`config.mk`:
```
export PLATFORM = sky130hd
export DESIGN_NAME = wavelet_unit
export DESIGN_NICKNAME = d
export VERILOG_FILES = /design/src/rtl/wavelet_pkg.sv /design/src/rtl/wavelet_unit_lane.sv /design/src/rtl/wavelet_unit.sv
export SDC_FILE = /design/constraint.sdc
export NUM_CORES = 2
export LEC_CHECK = 0
export BUFFER_PORTS_ARGS = -buffer_cell sky130_fd_sc_hd__buf_2
export CORE_UTILIZATION = 27
export CTS_BUF_LIST = sky130_fd_sc_hd__clkbuf_16
export DETAILED_ROUTE_END_ITERATION = 16
export SETUP_SLACK_MARGIN = 0.05
export SLEW_MARGIN = 5
export SYNTH_ARGS = -nofsm -noshare
export SYNTH_HDL_FRONTEND = slang
export SYNTH_SLANG_ARGS = --single-unit
```
`constraint.sdc`:
```
create_clock -name clk_i -period 16.84 [get_ports clk_i]
set_input_delay 0.842 -clock clk_i [delete_from_list [all_inputs] [get_ports clk_i]]
set_output_delay 0.842 -clock clk_i [all_outputs]
set_load 0.02 [all_outputs]
```
`src/rtl/wavelet_pkg.sv`:
```
// Shared definitions for the 5/3 wavelet unit: FSM states, filter taps,
// CTRL register bit positions and the symmetric-extension index helper.
package wavelet_pkg;

  typedef enum logic [2:0] {
    ST_IDLE,
    ST_LOAD,
    ST_ROW,
    ST_XPOSE,
    ST_COL,
    ST_STORE
  } state_e;

  localparam int TAP_LO [5] = '{-1, 2, 6, 2, -1};
  localparam int TAP_HI [3] = '{-1, 2, -1};

  localparam int CTRL_START   = 0;
  localparam int CTRL_BUSY    = 0;
  localparam int CTRL_DONE    = 1;
  localparam int CTRL_ERR     = 2;
  localparam int CTRL_LVL_LSB = 4;

  // Reflect an out-of-line index back into 0..len-1 (whole-sample symmetry).
  // A second reflection covers the 2-sample line where -2 maps past the end.
  function automatic int mirror_idx(input int idx, input int len);
    int m;
    m = (idx < 0) ? -idx : idx;
    if (m > len - 1) m = 2 * (len - 1) - m;
    if (m < 0) m = -m;
    return m;
  endfunction

endpackage

```
`src/rtl/wavelet_unit_lane.sv`:
```
// One 5/3 lifting lane: registers five taps, forms low/high coefficients (WAVELET_SAT_EN selects saturate vs wrap).
module dwt53_lane
  import wavelet_pkg::*;
#(
  parameter int DW = 8
) (
  input  logic                 clk_i,
  input  logic                 resetn_i,
  input  logic                 vld_i,
  input  logic signed [DW-1:0] x_i [5],
  output logic                 vld_o,
  output logic signed [DW-1:0] low_o,
  output logic signed [DW-1:0] high_o
);

  localparam int AW = DW + 4;
  localparam logic signed [AW-1:0] SAT_MAX = AW'((2 ** (DW - 1)) - 1);
  localparam logic signed [AW-1:0] SAT_MIN = AW'(-(2 ** (DW - 1)));

  logic                 vld_p0, vld_p1;
  logic signed [DW-1:0] x_p0 [5];
  logic signed [DW-1:0] low_p1, high_p1;
  logic signed [AW-1:0] acc_lo, acc_hi;

  function automatic logic signed [AW-1:0] floor_shr(input logic signed [AW-1:0] v,
                                                     input int sh);
    return v >>> sh;
  endfunction

  function automatic logic signed [DW-1:0] fit(input logic signed [AW-1:0] v);
`ifdef WAVELET_SAT_EN
    if (v > SAT_MAX) return SAT_MAX[DW-1:0];
    if (v < SAT_MIN) return SAT_MIN[DW-1:0];
    return v[DW-1:0];
`else
    return v[DW-1:0];
`endif
  endfunction

  always_comb begin
    acc_lo = '0;
    acc_hi = '0;
    for (int i = 0; i < 5; i++) acc_lo += AW'(TAP_LO[i]) * AW'(x_p0[i]);
    for (int i = 0; i < 3; i++) acc_hi += AW'(TAP_HI[i]) * AW'(x_p0[i+2]);
  end

  always_ff @(posedge clk_i or negedge resetn_i) begin
    if (!resetn_i) begin
      vld_p0 <= 1'b0;
      vld_p1 <= 1'b0;
    end else begin
      vld_p0 <= vld_i;
      vld_p1 <= vld_p0;
    end
  end

  always_ff @(posedge clk_i) begin
    // p0: tap select captured
    x_p0    <= x_i;
    // p1: multiply-accumulate, floor, saturate/wrap
    low_p1  <= fit(floor_shr(acc_lo, 3));
    high_p1 <= fit(floor_shr(acc_hi, 1));
  end

  assign vld_o  = vld_p1;
  assign low_o  = low_p1;
  assign high_o = high_p1;

endmodule

```
`src/rtl/wavelet_unit.sv`:
```
// Memory-mapped 2-D 5/3 wavelet engine on an NxN signed block, multi-level.
// Coefficient overflow handling is set by the WAVELET_SAT_EN macro (in dwt53_lane).
module wavelet_unit
  import wavelet_pkg::*;
#(
  parameter logic [31:0] BASE_ADDRESS = 32'h4000_0000,
  parameter int          N            = 8,
  parameter int          DW           = 8,
  parameter int          MAX_LEVELS   = 3
) (
  input  logic        clk_i,
  input  logic        resetn_i,
  input  logic        valid_i,
  output logic        ready_o,
  input  logic [3:0]  wstrb_i,
  input  logic [31:0] addr_i,
  input  logic [31:0] wdata_i,
  output logic [31:0] rdata_o
);

  localparam int IW = $clog2(N);
  localparam int NN = N * N;
  localparam int SW = $clog2(NN);

  state_e      state;
  logic [IW:0] cnt;
  logic [1:0]  lvl, levels;
  logic        col_phase, done, err, pending;
  logic [31:0] pend_off;

  logic signed [DW-1:0] in_mem  [NN];
  logic signed [DW-1:0] out_mem [NN];
  logic signed [DW-1:0] w [N][N];
  logic signed [DW-1:0] t [N][N];

  logic [31:0] off, rd_off, rd_word, ctrl_word;
  logic        is_wr, in_rgn, out_rgn, ctrl_rgn, busy, accept;
  logic [IW:0] l_w, lh;
  logic        pass_act, issue_vld, pass_end, vld_all;
  logic [IW-1:0] tap_idx [5];
  logic [IW-1:0] k_p0, k_p1;
  logic signed [DW-1:0] tap_sel [N][5];
  logic [N-1:0]         vld_lane;
  logic signed [DW-1:0] low_c  [N];
  logic signed [DW-1:0] high_c [N];

  function automatic logic [1:0] clamp_levels(input logic [1:0] f);
    if (f == 2'd0) return 2'd1;
    if (int'(f) > MAX_LEVELS) return 2'(MAX_LEVELS);
    return f;
  endfunction

  assign off       = addr_i - BASE_ADDRESS;
  assign is_wr     = |wstrb_i;
  assign in_rgn    = off < 32'(NN);
  assign out_rgn   = !in_rgn && (off < 32'(2 * NN));
  assign ctrl_rgn  = off[31:2] == 30'(2 * NN / 4);
  assign busy      = state != ST_IDLE;
  assign accept    = valid_i && !ready_o && !pending;
  assign l_w       = (IW + 1)'(N >> lvl);
  assign lh        = l_w >> 1;
  assign pass_act  = (state == ST_ROW) || (state == ST_COL);
  assign issue_vld = pass_act && (cnt < lh);
  assign pass_end  = pass_act && (cnt == lh + 1'b1);
  assign vld_all   = &vld_lane;

  always_comb begin
    ctrl_word = '0;
    ctrl_word[CTRL_BUSY] = busy;
    ctrl_word[CTRL_DONE] = done;
    ctrl_word[CTRL_ERR]  = err;
    ctrl_word[CTRL_LVL_LSB +: 2] = levels;
  end

  // A stalled data read is answered from its captured offset once idle.
  always_comb begin
    rd_off  = pending ? pend_off : off;
    rd_word = '0;
    if (rd_off < 32'(NN)) begin
      for (int b = 0; b < 4; b++) rd_word[8*b +: DW] = in_mem[{rd_off[SW-1:2], 2'(b)}];
    end else if (rd_off < 32'(2 * NN)) begin
      for (int b = 0; b < 4; b++) rd_word[8*b +: DW] = out_mem[{rd_off[SW-1:2], 2'(b)}];
    end else if (rd_off[31:2] == 30'(2 * NN / 4)) begin
      rd_word = ctrl_word;
    end
  end

  always_comb begin
    for (int j = 0; j < 5; j++)
      tap_idx[j] = IW'(mirror_idx(2 * int'(cnt) + j - 2, int'(l_w)));
    for (int r = 0; r < N; r++)
      for (int j = 0; j < 5; j++) tap_sel[r][j] = w[r][tap_idx[j]];
  end

  for (genvar r = 0; r < N; r++) begin : g_lane
    dwt53_lane #(.DW(DW)) u_lane (
      .clk_i    (clk_i),
      .resetn_i (resetn_i),
      .vld_i    (issue_vld),
      .x_i      (tap_sel[r]),
      .vld_o    (vld_lane[r]),
      .low_o    (low_c[r]),
      .high_o   (high_c[r])
    );
  end

  always_ff @(posedge clk_i or negedge resetn_i) begin
    if (!resetn_i) begin
      state     <= ST_IDLE;
      cnt       <= '0;
      lvl       <= '0;
      levels    <= '0;
      col_phase <= 1'b0;
      done      <= 1'b0;
      err       <= 1'b0;
      pending   <= 1'b0;
      pend_off  <= '0;
      ready_o   <= 1'b0;
      rdata_o   <= '0;
    end else begin
      ready_o <= 1'b0;
      if (accept) begin
        if (!is_wr && (in_rgn || out_rgn) && busy) begin
          pending  <= 1'b1;
          pend_off <= off;
        end else begin
          ready_o <= 1'b1;
          rdata_o <= is_wr ? '0 : rd_word;
        end
        if (is_wr && ctrl_rgn) begin
          done <= 1'b0;
          err  <= 1'b0;
          if (wstrb_i[0] && wdata_i[CTRL_START]) begin
            if (busy) begin
              err <= 1'b1;
            end else begin
              state  <= ST_LOAD;
              levels <= clamp_levels(wdata_i[CTRL_LVL_LSB +: 2]);
            end
          end
        end
        if (is_wr && in_rgn && busy) err <= 1'b1;
      end else if (pending && !busy) begin
        ready_o <= 1'b1;
        rdata_o <= rd_word;
        pending <= 1'b0;
      end

      case (state)
        ST_LOAD: begin
          state <= ST_ROW;
          cnt   <= '0;
          lvl   <= '0;
        end
        ST_ROW, ST_COL: begin
          cnt <= cnt + 1'b1;
          if (pass_end) begin
            state     <= ST_XPOSE;
            col_phase <= (state == ST_COL);
            cnt       <= '0;
          end
        end
        ST_XPOSE: begin
          if (!col_phase) begin
            state <= ST_COL;
          end else if (lvl == levels - 2'd1) begin
            state <= ST_STORE;
          end else begin
            lvl   <= lvl + 2'd1;
            state <= ST_ROW;
          end
        end
        ST_STORE: begin
          state <= ST_IDLE;
          done  <= 1'b1;
        end
        default: ;
      endcase
    end
  end

  // Lines of the working array are rows in ROW and columns (after XPOSE) in COL.
  always_ff @(posedge clk_i) begin
    if (accept && is_wr && in_rgn && !busy) begin
      for (int b = 0; b < 4; b++)
        if (wstrb_i[b]) in_mem[{off[SW-1:2], 2'(b)}] <= wdata_i[8*b +: DW];
    end
    k_p0 <= cnt[IW-1:0];
    k_p1 <= k_p0;
    if (vld_all) begin
      for (int r = 0; r < N; r++) begin
        if (r < int'(l_w)) begin
          t[r][k_p1]               <= low_c[r];
          t[r][lh[IW-1:0] + k_p1]  <= high_c[r];
        end
      end
    end
    case (state)
      ST_LOAD: begin
        for (int i = 0; i < N; i++)
          for (int j = 0; j < N; j++) w[i][j] <= in_mem[SW'(i * N + j)];
      end
      ST_XPOSE: begin
        for (int i = 0; i < N; i++)
          for (int j = 0; j < N; j++)
            if ((i < int'(l_w)) && (j < int'(l_w))) w[i][j] <= t[j][i];
            else w[i][j] <= w[j][i];
      end
      ST_STORE: begin
        for (int i = 0; i < N; i++)
          for (int j = 0; j < N; j++) out_mem[SW'(i * N + j)] <= w[i][j];
      end
      default: ;
    endcase
  end

endmodule

```
* Word-level counts from Yosys, hierarchy flattened
Memories as Yosys holds them, arrays and structs flattened. Cells that the tools add are included.
Word-level totals: logic and storage cells 2031, memories kept 4, bits in writable memories 2048, bits in registers 536, input port bits 71, output and inout bits 33
Memory list:
- in_mem | depth 64, bits a word 8, rd ports 68, clocked after memory_dff 0, write ports 4, RTL line wavelet_unit.sv:31 | logic signed [DW-1:0] in_mem [NN];
- out_mem | depth 64, bits a word 8, rd ports 4, clocked after memory_dff 0, write ports 64, RTL line wavelet_unit.sv:32 | logic signed [DW-1:0] out_mem [NN];
- t | depth 8, bits a word 64, rd ports 8, clocked after memory_dff 0, write ports 8, RTL line wavelet_unit.sv:34 | logic signed [DW-1:0] t [N][N];
- w | depth 8, bits a word 64, rd ports 8, clocked after memory_dff 0, write ports 8, RTL line wavelet_unit.sv:33 | logic signed [DW-1:0] w [N][N];
Cells by class: multiply operators 8, reductions and logical operators 70, shift-type cells 1, add/sub/neg operators 103, mux-type cells 1076, magnitude comparators 37, bitwise gates (word level) 648, equality and inequality tests 13
Operator list (number):
- $mux 8 | 210
- $mux 64 | 16
- $bmux 8 s3 | 40
- $mux 1 | 770
- $or 1x1->1 | 640
- $mux 32 | 17
- $add 11x11->11 | 16
- $add 11x9->11 | 16
- $neg 8->11 | 16
- $gt 32x5->1 | 5
- $lt 32x1->1 const B | 5
- $sub 6x32->32 | 5
- $add 9x9->9 | 16
- $neg 7->32 | 4
- $mul 3x8->10 const A | 8
- $neg 8->9 | 8
- $lt 32x7->1 const B | 2
- $lt 32x8->1 const B | 2
- $eq 30x6->1 const B | 2
- $demux 8 s3 | 2
- $logic_and 1x1->1 | 45
- $mux 3 | 12
- $neg 6->32 | 1
- $sub 32x31->32 const B | 1
- 46 further kinds | 97

* Logic depth before layout (Yosys ltp)
depth after elaboration 12, depth in mapped cells 20, gate-level depth less buffers 20

* Modules after synthesis
A second synthesis with hierarchy kept.
Unflattened totals: cell total of the unflattened synthesis 8785, area total of the unflattened synthesis 125954.6 sq um
By module, submodules not included:
- wavelet_unit | area an instance 100148.6 sq um, cells an instance 6402, sequential area each 63571.0 sq um, times used 1
- dwt53_lane at g_lane[3].u_lane ... | area an instance 3209.3 sq um, cells an instance 299, sequential area each 1171.1 sq um, times used 5
- dwt53_lane at g_lane[0].u_lane ... | area an instance 3253.1 sq um, cells an instance 296, sequential area each 1171.1 sq um, times used 3

* Least setup slack after synthesis
Ideal clock, no wire load.
path type register to register, start point register state[0], end point memory out_mem[0][0], enable pin, buffers on the path 1, library setup time 947 ps, clock period less this slack 13252 ps, data required time 15893 ps, arrival time 12305 ps, setup slack 3588 ps, cell stages (with the launch flop) 3, cells stage by stage dfrtp_1 clkbuf_1 and3_1
RTL lines:
- start, declared | RTL line wavelet_unit.sv:25 | state_e state;
- start signal, assigned | RTL line wavelet_unit.sv:109 | state <= ST_IDLE;
- start signal, assigned | RTL line wavelet_unit.sv:137 | state <= ST_LOAD;
- start signal, assigned | RTL line wavelet_unit.sv:151 | state <= ST_ROW;
- end, declared | RTL line wavelet_unit.sv:32

==> flow_results.org <==
** Worst setup path
- Worst Setup SP :: cnt[0]
- In this design, the stage delay of the slowest critical-path cell is 0.83 ns.
- Kind of end point of the critical path :: register
- Endpoint arrival time on the critical path :: 7.24 ns
- The slowest stage of the critical path is the sky130_fd_sc_hd__buf_4 cell.
- In this design, the critical path's most frequently occurring cell is sky130_fd_sc_hd__inv_1.
- Type of origin of the critical path :: register
- The signal on the critical path passes through inv_1 -> ha_1 -> inv_1 -> xnor2_1 -> inv_1 -> fa_1 -> nor2b_1 -> o211ai_1 -> nor4b_1 -> o21ai_0 -> o311ai_4 -> buf_4 -> buf_12 -> mux2i_1 -> mux2i_1.
- The worst register-to-register path begins at cnt[0].
- Start-to-end type of the worst setup path :: register to register
- CP Data Required Time :: 17.51 ns
- In this run the worst path has a maximum fanout of 80.

** Drt
- After the first detailed-routing iteration, the DRC count stood at 13.3k.
- In the routed layout, each cell is associated on average with a via count of 5.37.
- The count of nets left with antenna violations once routing finished came out at 0.
- The first TritonRoute pass finished after 7 iterations.
- DRC violations left :: 0
- The detailed router placed 81.3k vias in this run.
- WL final :: 491000 µm
- After detailed routing, the average wire length per cell comes to around 32 µm.

** Synth
- Most numerous cell in the Yosys netlist :: sky130_fd_sc_hd__edfxtp_1
- Fraction of post-synthesis cell area in the top cell type by area :: 49.6%
- Synthesis Warnings :: 0
- Post-synth ARST share :: 3.10%
- Share of synthesized area occupied by flip-flops and latches :: 58.5%
- The synthesized design contains 2582 register bits.
- Syn Inst Count :: 8664
- Primary FF master, synth :: sky130_fd_sc_hd__edfxtp_1
- Avg Cell Area, Syn :: 14.3 µm²
- In this run the cell area of the synthesized design comes to 124000 µm².
- Unique cell type count in the Yosys netlist :: 79
- Post-synth EDFFs :: roughly 2k
- Ranked by instance count, the synthesized netlist is headed by sky130_fd_sc_hd__edfxtp_1, sky130_fd_sc_hd__mux2i_1, sky130_fd_sc_hd__nor2_1.
- By area the synthesized netlist is led by sky130_fd_sc_hd__edfxtp_1, sky130_fd_sc_hd__dfxtp_1, sky130_fd_sc_hd__mux2i_1.
- Library cell with the largest summed area after synthesis :: sky130_fd_sc_hd__edfxtp_1

** Cells and area
- At the end of the flow, the number of nets in the layout was 9381.
- After the flow finishes, the layout carries non-filler instances totaling around 15k.
- The finished cells cover 141000 µm².
- The layout has around 45k filler cells.
- Fraction of layout cells with a size suffix above 1 :: 17.7%
- Core utilization of the finished layout :: 30.8%
- Area Overhead vs Synth :: 13.4%

** Power
- Power Density :: 107 nW/µm²
- Leakage :: 52.1 nW
- Worst ir drop on vdd :: approximately 0.08 mV

** Floorplanning
- Core ar. :: 457000 µm²
- Total number of placement rows :: roughly 250
- The die is 680 µm wide.
- Die Y-Extent :: 680 µm
- 104 I/O pins were placed.
- Starting Density :: 27.1%
- The floorplan step defined a die boundary enclosing 462000 µm².

** GRT
- Vias in the first global route :: around 76k
- Entering global routing, the biggest net connects ~230 pins.
- Global-route wire length before repair :: 650000 µm
- In the global route stage, overall resource usage came out at 20.6%.
- Antenna violations before repair :: 87
- GR Overflow Total :: 0

** Flow run
- Max Cap Viol :: 0

** CTS
- Buffer count from post-CTS setup fixing :: 0
- Clock Pin Slew Worst Setup and Hold Paths :: ~0.060 ns
- At the later pin of the worst-skew pair, clock insertion delay measures between 0.9 and 1 ns.
- The clock passes through at most 4 buffers.
- Max H-tree Level :: 5
- Cts bufs inserted :: 285
- TritonCTS clock tree :: yes
- After clock tree synthesis, the flow added hold-fix buffers numbering 0.
- Post-CTS repair changed the size of 0 cells.
- Sink count of the clock tree :: between 2k and 3k
- Cell at the root of the clock tree :: sky130_fd_sc_hd__clkbuf_16

** STA
- Setup TNS :: 0 ns
- Portion of the clock cycle consumed by the worst path in the final layout :: 39.0%
- Setup violations remaining at the end of the flow were counted as 0.
- Setup repair after global routing left no endpoint under its margin.
- For the pin with the worst max-slew slack, the measured transition is 1.36 ns.
- Hold violation total from the final report :: 0
- In this run the tightest slew margin relative to its limit is 9.27%.
- Fin. max-slew vios :: 0
- Derived from the worst setup path, the maximum achievable clock frequency is 0.152 GHz.
- The smallest clock period supported by the final layout is computed as around 6.6 ns.
- Across the routed clock network, the largest skew measured is 0.0651 ns.
- Once routing completed, OpenROAD measured the worst setup slack at 10.27 ns.

** Place
- After detailed placement, the total cell area comes to 132000 µm².
- Prior to clock tree synthesis, the placed netlist has a worst setup slack of between 10 and 15 ns.
- Cells after DPL :: 14.6k
- Detailed placement finished with a half-perimeter wire length of 358000 µm.
- Routability-driven placement finished with a final weighted congestion of 0.981.
- Number of port buffers :: 101

** Worst hold path
- Worst Hold Class :: input pin to async pin

** Status
- The flow ran to the end, and the final reports show no timing, DRC or antenna violations.
state kept, by name (all words and copies together), names as in the netlist:
name / cells
g_lane.u_lane.vld_o: 1
w: 512
g_lane.u_lane.vld_p0: 1
state: 3
in_mem: 512
out_mem: 512
done: 1
err: 1
ready_o: 1
k_p1: 3
pend_off: 30
t: 512
levels: 2
cnt: 4
rdata_o: 32
col_phase: 1
lvl: 2
pending: 1
g_lane.u_lane.x_p0: 320
g_lane.u_lane.high_o: 64
g_lane.u_lane.low_o: 64
k_p0: 3
cell families after synthesis:
kind of cell               count (synthesis)  synth area share (%)
and+or+nand+nor                         1505                  5.26
xor gates and xnor gates                 276                  2.00
adders and majority gates                567                  7.48
buffers and inverters                    871                  2.92
DFF                                     2582                  58.5
other                                      2               0.00606
AOI/OAI and AO/OA                       1123                  5.56
muxes                                   1738                  18.2
layer usage:
| layer | GRT usage (%) | vias to the layer above | wire length (µm) |
|---|---|---|---|
| li1 | - | 32500 | - |
| met1 | 25.7 | 41600 | 177000 |
| met2 | 30.7 | 5940 | 211000 |
| met3 | 6.57 | 1269 | 65000 |
| met4 | 13.0 | 20 | 37500 |
| met5 | 0.208 | - | 150 |
cells in the final DEF (no fill, tap or decap), types with 125 or more instances in the layout:
cell and n:
sky130_fd_sc_hd__clkbuf_16 292, sky130_fd_sc_hd__dfxtp_1 454, sky130_fd_sc_hd__inv_1 504, sky130_fd_sc_hd__a22oi_1 125
sky130_fd_sc_hd__fa_1 291, sky130_fd_sc_hd__edfxtp_1 2048, sky130_fd_sc_hd__mux2_2 513, sky130_fd_sc_hd__ha_1 275
sky130_fd_sc_hd__nor2_1 577, sky130_fd_sc_hd__xnor2_1 201, sky130_fd_sc_hd__mux2i_1 847, sky130_fd_sc_hd__a21oi_1 570
sky130_fd_sc_hd__mux4_2 364, sky130_fd_sc_hd__nand2_1 572
worst paths after layout:
kind | end | depth (start not counted) | slack, ns
min in group clk_i | pend_off[30] | 2 | 0.20
max in group asynchronous | rdata_o[29] | 2 | 15.28
max reg2reg | g_lane[2].u_lane.x_p0[31] | 15 | 10.27
min reg2reg | k_p1[2] | 0 | 0.33
min | pend_off[31] | 1 | 0.05
max | g_lane[2].u_lane.x_p0[31] | 15 | 10.27
through the flow:
stage	power (mW)	hold slack, ns
after global placement	8.96	0.312
after CTS	15.0	0.0396
after floorplan	8.40	0.310
after global routing	15.4	0.0802
after detailed placement	8.98	0.312
final	15.0	0.0490
final cells by class:
class / instances / area, µm² / area share (%)
timing repair buffer: 213 / 1450 / 1.03
inverter: 442 / 1670 / 1.19
sequential: 2582 / 72600 / 51.6
tap: 6125 / 7660 / 5.45
clock buffer: 292 / 7310 / 5.19
clock inverter: 217 / 1540 / 1.10
antenna: 53 / 133 / 0.0943
multi-input combinational: 5219 / 48300 / 34.3
report_power, final:
part / switching, mW / internal [mW] / leakage, nW
registers: 0.443 / 7.11 / 23.3
clock network: 2.70 / 3.43 / 4.60
logic: 0.605 / 0.759 / 24.2
worst max-delay path, delay by kind of cell (launching register included):
kind | cells | cell delay, ns
buf+inv | 5 | 2.03
fa+ha+maj | 2 | 0.97
flops | 1 | 0.77
xor+xnor | 1 | 0.39
simple gates | 2 | 0.41
compound gates | 3 | 0.48
mux | 2 | 0.93
Power figures use the tool's default switching activity.
